`src/rtl/interleaver_deinterleaver_top.sv`:
```
// Forney convolutional interleaver looped straight into its matching deinterleaver.
// Optional macro ILV_SYNC_FLAG_EN adds deinterleaver_valid, driven by a saturating fill counter.
module interleaver_deinterleaver_top #(
  parameter int BRANCHES   = 4,
  parameter int UNIT_DEPTH = 2
) (
  input  logic       clk,
  input  logic       reset,
  input  logic [7:0] interleaver_input,
  output logic [3:0] select,
  output logic [7:0] interleaver_output,
  output logic [7:0] deinterleaver_output
`ifdef ILV_SYNC_FLAG_EN
  ,
  output logic       deinterleaver_valid
`endif
);

  localparam int MAXD = (BRANCHES - 1) * UNIT_DEPTH;
  localparam int PW   = (MAXD > 1) ? $clog2(MAXD) : 1;
  localparam int DA   = 1 << PW;

  logic [3:0]    select_q, select_d;
  logic [3:0]    sel_dly_q, sel_dly_d;
  logic [7:0]    ilv_out_q, ilv_out_d;
  logic [7:0]    dei_out_q, dei_out_d;

  // Per-branch circular buffers; rows exist only for branches with nonzero depth.
  logic [7:0]    ilv_mem_q [1:BRANCHES-1][DA];
  logic [7:0]    ilv_mem_d [1:BRANCHES-1][DA];
  logic [PW-1:0] ilv_ptr_q [1:BRANCHES-1];
  logic [PW-1:0] ilv_ptr_d [1:BRANCHES-1];
  logic [7:0]    dei_mem_q [0:BRANCHES-2][DA];
  logic [7:0]    dei_mem_d [0:BRANCHES-2][DA];
  logic [PW-1:0] dei_ptr_q [0:BRANCHES-2];
  logic [PW-1:0] dei_ptr_d [0:BRANCHES-2];

  always_comb begin
    select_d  = (select_q == 4'(BRANCHES - 1)) ? 4'd0 : select_q + 4'd1;
    sel_dly_d = select_q;

    ilv_mem_d = ilv_mem_q;
    ilv_ptr_d = ilv_ptr_q;
    ilv_out_d = interleaver_input;
    for (int i = 1; i < BRANCHES; i++) begin
      if (select_q == 4'(i)) begin
        ilv_out_d                   = ilv_mem_q[i][ilv_ptr_q[i]];
        ilv_mem_d[i][ilv_ptr_q[i]] = interleaver_input;
        ilv_ptr_d[i] = (ilv_ptr_q[i] == PW'(i * UNIT_DEPTH - 1)) ? '0
                                                                 : ilv_ptr_q[i] + PW'(1);
      end
    end

    // sel_dly matches the branch the symbol now in ilv_out_q was read from.
    dei_mem_d = dei_mem_q;
    dei_ptr_d = dei_ptr_q;
    dei_out_d = ilv_out_q;
    for (int j = 0; j < BRANCHES - 1; j++) begin
      if (sel_dly_q == 4'(j)) begin
        dei_out_d                   = dei_mem_q[j][dei_ptr_q[j]];
        dei_mem_d[j][dei_ptr_q[j]] = ilv_out_q;
        dei_ptr_d[j] = (dei_ptr_q[j] == PW'((BRANCHES - 1 - j) * UNIT_DEPTH - 1)) ? '0
                                                                                   : dei_ptr_q[j] + PW'(1);
      end
    end
  end

  always_ff @(posedge clk or posedge reset) begin
    if (reset) begin
      select_q  <= '0;
      sel_dly_q <= '0;
      ilv_out_q <= '0;
      dei_out_q <= '0;
      ilv_mem_q <= '{default: '0};
      ilv_ptr_q <= '{default: '0};
      dei_mem_q <= '{default: '0};
      dei_ptr_q <= '{default: '0};
    end else begin
      select_q  <= select_d;
      sel_dly_q <= sel_dly_d;
      ilv_out_q <= ilv_out_d;
      dei_out_q <= dei_out_d;
      ilv_mem_q <= ilv_mem_d;
      ilv_ptr_q <= ilv_ptr_d;
      dei_mem_q <= dei_mem_d;
      dei_ptr_q <= dei_ptr_d;
    end
  end

  assign select               = select_q;
  assign interleaver_output   = ilv_out_q;
  assign deinterleaver_output = dei_out_q;

`ifdef ILV_SYNC_FLAG_EN
  localparam int LAT = BRANCHES * (BRANCHES - 1) * UNIT_DEPTH + 2;
  localparam int CW  = $clog2(LAT) + 1;

  logic [CW-1:0] fill_cnt_q, fill_cnt_d;
  logic          valid_q, valid_d;

  // fill_cnt_q holds the number of edges since reset, saturating at LAT-1.
  always_comb begin
    fill_cnt_d = (fill_cnt_q == CW'(LAT - 1)) ? fill_cnt_q : fill_cnt_q + CW'(1);
    valid_d    = valid_q | (fill_cnt_q == CW'(LAT - 1));
  end

  always_ff @(posedge clk or posedge reset) begin
    if (reset) begin
      fill_cnt_q <= '0;
      valid_q    <= 1'b0;
    end else begin
      fill_cnt_q <= fill_cnt_d;
      valid_q    <= valid_d;
    end
  end

  assign deinterleaver_valid = valid_q;
`endif

endmodule

```
`config.mk`:
```
export PLATFORM = sky130hd
export DESIGN_NAME = interleaver_deinterleaver_top
export DESIGN_NICKNAME = d
export VERILOG_FILES = /design/src/rtl/interleaver_deinterleaver_top.sv
export SDC_FILE = /design/constraint.sdc
export NUM_CORES = 1
export LEC_CHECK = 0
export BUFFER_PORTS_ARGS = -buffer_cell sky130_fd_sc_hd__buf_4
export CAP_MARGIN = 30
export CORE_AREA = 2 2 195 197
export DETAILED_ROUTE_END_ITERATION = 8
export DIE_AREA = 0 0 197 199
export PLACE_DENSITY_LB_ADDON = 0.05
export SYNTH_ARGS = -nofsm -noshare
export SYNTH_HDL_FRONTEND = slang
export SYNTH_SLANG_ARGS = --single-unit
export TNS_END_PERCENT = 30
```
`constraint.sdc`:
```
create_clock -name clk -period 13.15 [get_ports clk]
set_input_delay 1.9725 -clock clk [delete_from_list [all_inputs] [get_ports clk]]
set_output_delay 1.9725 -clock clk [all_outputs]
set_load 0.02 [all_outputs]
```
Word level (Yosys, flattened, before mapping)
Index checks and enable logic that the tools add are counted.

storage, ports and cells
  input port bits = 10
  bits in registers = 426
  logic and storage cells = 150
  output and inout bits = 20

operators by class
  reduce and logical (&&, ||, !) cells = 7
  mux-type cells = 49
  eq/ne operators = 11
  bitwise operators = 6
  add/subtract/negate cells = 7
  magnitude comparators = 12

operator list
  kind                 number
  $bwmux 64            6
  $mux 8               24
  $bmux 8 s3           6
  $demux 8 s3          6
  $ge 4x4->1 const B   6
  $lt 4x1->1 const B   6
  $not 3->4            6
  $add 3x1->3 const B  6
  $mux 3               6
  $eq 4x2->1 const B   3
  $eq 4x1->1 const B   2
  $eq 3x1->1 const B   2
  $eq 3x2->1 const B   2
  $eq 3x3->1 const B   2
  $logic_and 1x1->1    6
  $add 4x1->4 const B  1
  $logic_not 4->1      1
  $mux 4               1

Logic depth before layout (Yosys ltp)
  depth after elaboration = 7
  gate-level depth with buffers = 8
  depth with buffers taken out = 6

Least setup slack after synthesis
Ideal clock, no wire load.

  path kind = input port to flip-flop
  start point = input port interleaver_input[6]
  end point = register ilv_mem_q[110] in the netlist's numbering
  data arrival time = 2383 ps
  path slack = 10642 ps
  library setup time = 125 ps
  stages on the path = 2
  data required time = 13025 ps
  buffers on the path = 1
  cell sequence = clkbuf_1 > mux2_2

on the way
  cells in the longest elaborated chain, start to end = 1

ends and longest elaborated chain
  element                 RTL line  text
  start: declaration      9         input logic [7:0] interleaver_input,
  $bwmux 64               48        ilv_mem_d[i][ilv_ptr_q[i]] = interleaver_input;
  end signal: assignment  83        ilv_mem_q <= ilv_mem_d;
  end: declaration        29        logic [7:0] ilv_mem_q [1:BRANCHES-1][DA];

Every way passes these cells.
A chain may end at the register's enable or synchronous reset.

Final worst setup path
  start point = register ilv_out_q[4], in the netlist interleaver_output[4]
  end point = output port interleaver_output[4]

RTL lines
  element                   RTL line  text
  start: declaration        25        logic [7:0] ilv_out_q, ilv_out_d;
  start signal: assignment  81        ilv_out_q <= ilv_out_d;
  end: declaration          11        output logic [7:0] interleaver_output,

No word-level cell between the ends.

==> out/metrics.cfg <==
[place]
place_congestion = 0.791
port_buffers = 29
dp_slack_ps = 9240
dp.final_hpwl_um = 26800
dp_cells = 1806

[worst_setup_path]
crit_end = interleaver_output[4]
ff2ff_setup_slack_ps = 10410
reg2reg_depth = 5
path_class = flop to output pin
worstSetupStartpoint = interleaver_output[4]
cp.arrival_ps = 1850
cpMaxStageDelayCell = dfrtp_1
start_kind = flop
critPathTopFamily = flip-flops
path_depth = 1
path_max_fanout = 26
crit_buf_inv = 1
reg2reg_to = dei_mem_q[91]
end_kind = output pin
r2r-start = sel_dly_q[1]
crit_chain = buf_4
max_stage_delay_ps = 1000
required_ps = 11180

[timing]
skew_ps = 14.9
fin_ws_ps = 9330
fmax_ghz = 0.262
finalCritPeriodShare_pct = 29.0
fin_crit_ps = 3820
finalSetupTns_ps = 0
tightest_slew_ps = 1110
relSlewSlack_pct = 26.1
rsz0062_at_grt = false
maxSlewViolCount = 0
hold_viol = 0
setup_viol = 0

[status]
outcome = finished clean

[yosys]
synth_area_per_cell_um2 = 14.2
synth_cell_type_count = 61
syn-num-nets = 1386
yosys-top-cells-area = dfrtp_1, mux2_2, mux4_2
ys_warn_count = 0
synth_edf_count = 0
synth_top_cell_area_share_pct = 54.8
syn-cell-area_um2 = 19500
ys_seq_area_share_pct = 54.8
synthFlopType = dfrtp_1
ys_async_sr_fraction_pct = 100
synthCells = 1371
synth_seq_cells = 426
synth_top_area_cell = dfrtp_1

[detailed_routing]
drc = 0
vias = 11252
routed_wire_length_per_instance_um = 23.1
antenna_left = 0
vias_per_cell = 5.97
finalWirelength_um = 43500
drt_first_pass_iters = 5
drtIter0Drc = 565

[global_route]
overflow = 0
grt_pass1_vias = 11808
grt_pass1_wl_um = 69900
grt_start_max_net_pins = 192
antenna_found_initial = 0
track_usage_pct = 23.3

[cells_and_area]
syn2layout_area_growth_pct = 11.0
diodes = 0
multi_input_area_um2 = 8380
final_cells = 1886
drive_above_1_share_pct = 42.5
seq_area_um2 = 10700
final_util_pct = 58.2
final_nets = 1396
fillerInstances = 3051

[power_and_ir_drop]
ir_worst_vdd_v = 0.000107
power_w = 0.00277
powerDensity_nw_per_um2 = 128
leakagePower_nw = 9.26

[cts]
cts_resized = 0
numCtsBuffers = 47
clkLatencyLatePin_ps = 570
cts.sinks = 426
ctsHoldBuffers = 0
path_clk_slew_ps = 50
root_buffer = clkbuf_16
htree_levels = 2
cts_tree = yes
cts_setup_buffers = 0
clock_path_buffers = 3

[floorplanning]
die_area_um2 = 39200
dieHeight_um = 199
die_w_um = 197
num_io_pins = 30
core_um2 = 37100
num_rows = 71
start_util_pct = 52.4

[worst_hold_path]
holdCritPathClass = flop to flop

[flow_run]
max_cap_violations = 0

state kept, by name, indices dropped and copies added (netlist names):
name / flops
interleaver_output: 8
deinterleaver_output: 8
ilv_ptr_q: 9
select: 4
sel_dly_q: 4
dei_ptr_q: 9
ilv_mem_q: 192
dei_mem_q: 192
cells in the mapped netlist (all sizes together), types with 2 or more instances:
library cell,instances
xnor2,4
a22o,2
o21ai,25
buf,43
nand3,21
a221oi,4
or3,2
nor4b,2
nor3b,3
ha,5
nor4,4
o21a,2
a211oi,14
mux4,52
o32ai,10
a221o,3
nor2,24
a21boi,2
a22oi,10
o221a,2
o211ai,4
a31oi,3
nand2b,8
or2,3
nand3b,4
and3,4
o31ai,3
clkbuf,50
inv,10
and2,5
dfrtp,426
nand2,60
xor2,2
nor3,15
mux2i,54
a21o,4
a21oi,26
o22ai,19
nor2b,21
nand4,5
o221ai,4
mux2,398
cell type report:
cell class	count	share of cell area (%)
flip-flops and latches	426	49.3
multi-input cells	842	38.8
clock buffers	73	6.60
well taps	474	2.74
repair buffers	54	2.08
clock inverters	7	0.278
inverters	10	0.191
layer usage:
| layer | part of all wire (%) | vias to the layer above | GRT usage [%] |
|---|---|---|---|
| met5 | 0 | - | 0 |
| met4 | 2.5 | 0 | 7.66 |
| met1 | 47 | 5903 | 33.0 |
| met3 | 3.3 | 71 | 2.87 |
| li1 | - | 5093 | - |
| met2 | 47 | 185 | 37.7 |
cell families after synthesis:
kind of cell             after synthesis  share of synthesized area, %
AO/OA/AOI/OAI                        145                          5.06
XOR/XNOR                               6                         0.270
adder cells (fa/ha/maj)                5                         0.321
buffers and inverters                103                          2.22
flip-flops                           426                          54.8
multiplexers                         504                          31.8
AND/OR/NAND/NOR                      182                          5.55
cell usage in the layout (no fill, tap or decap), types with 6 or more instances in the layout:
master,instances
dfrtp_1,426
mux2_2,398
nand2_1,60
mux2i_1,54
mux4_2,52
buf_4,51
clkbuf_16,49
a21oi_1,26
o21ai_0,25
nor2b_1,21
nand3_1,21
nor2_1,19
o22ai_1,19
a211oi_1,14
clkbuf_1,13
clkbuf_8,11
a22oi_1,10
o32ai_1,10
inv_1,9
nand2b_1,7
nor3_1,6
clkinv_2,6
worst min path at each step:
stage | end | cells after the start | from
2_1_floorplan | dei_mem_q[82] | 1 | dei_mem_q[82]
3_3_place_gp | dei_mem_q[82] | 1 | dei_mem_q[82]
3_5_place_dp | dei_mem_q[28] | 1 | dei_mem_q[28]
4_1_cts | dei_mem_q[28] | 1 | dei_mem_q[28]
5_1_grt | ilv_mem_q[190] | 1 | ilv_mem_q[190]
6_report | dei_mem_q[155] | 1 | dei_mem_q[155]
power by group:
part           internal (W)  total [W]  switching, W
Combinational     0.0000538   0.000125     0.0000716
Sequential          0.00135    0.00137     0.0000202
Clock              0.000758    0.00128      0.000518
metrics by stage:
step           area (um^2)  hold slack [ps]
3_3_place_gp         20100              479
6_report             21600              499
4_1_cts              21600              500
3_5_place_dp         20100              488
2_1_floorplan        19500              470
5_1_grt              21600              510
Note: power is estimated with default switching activity, not from simulation.
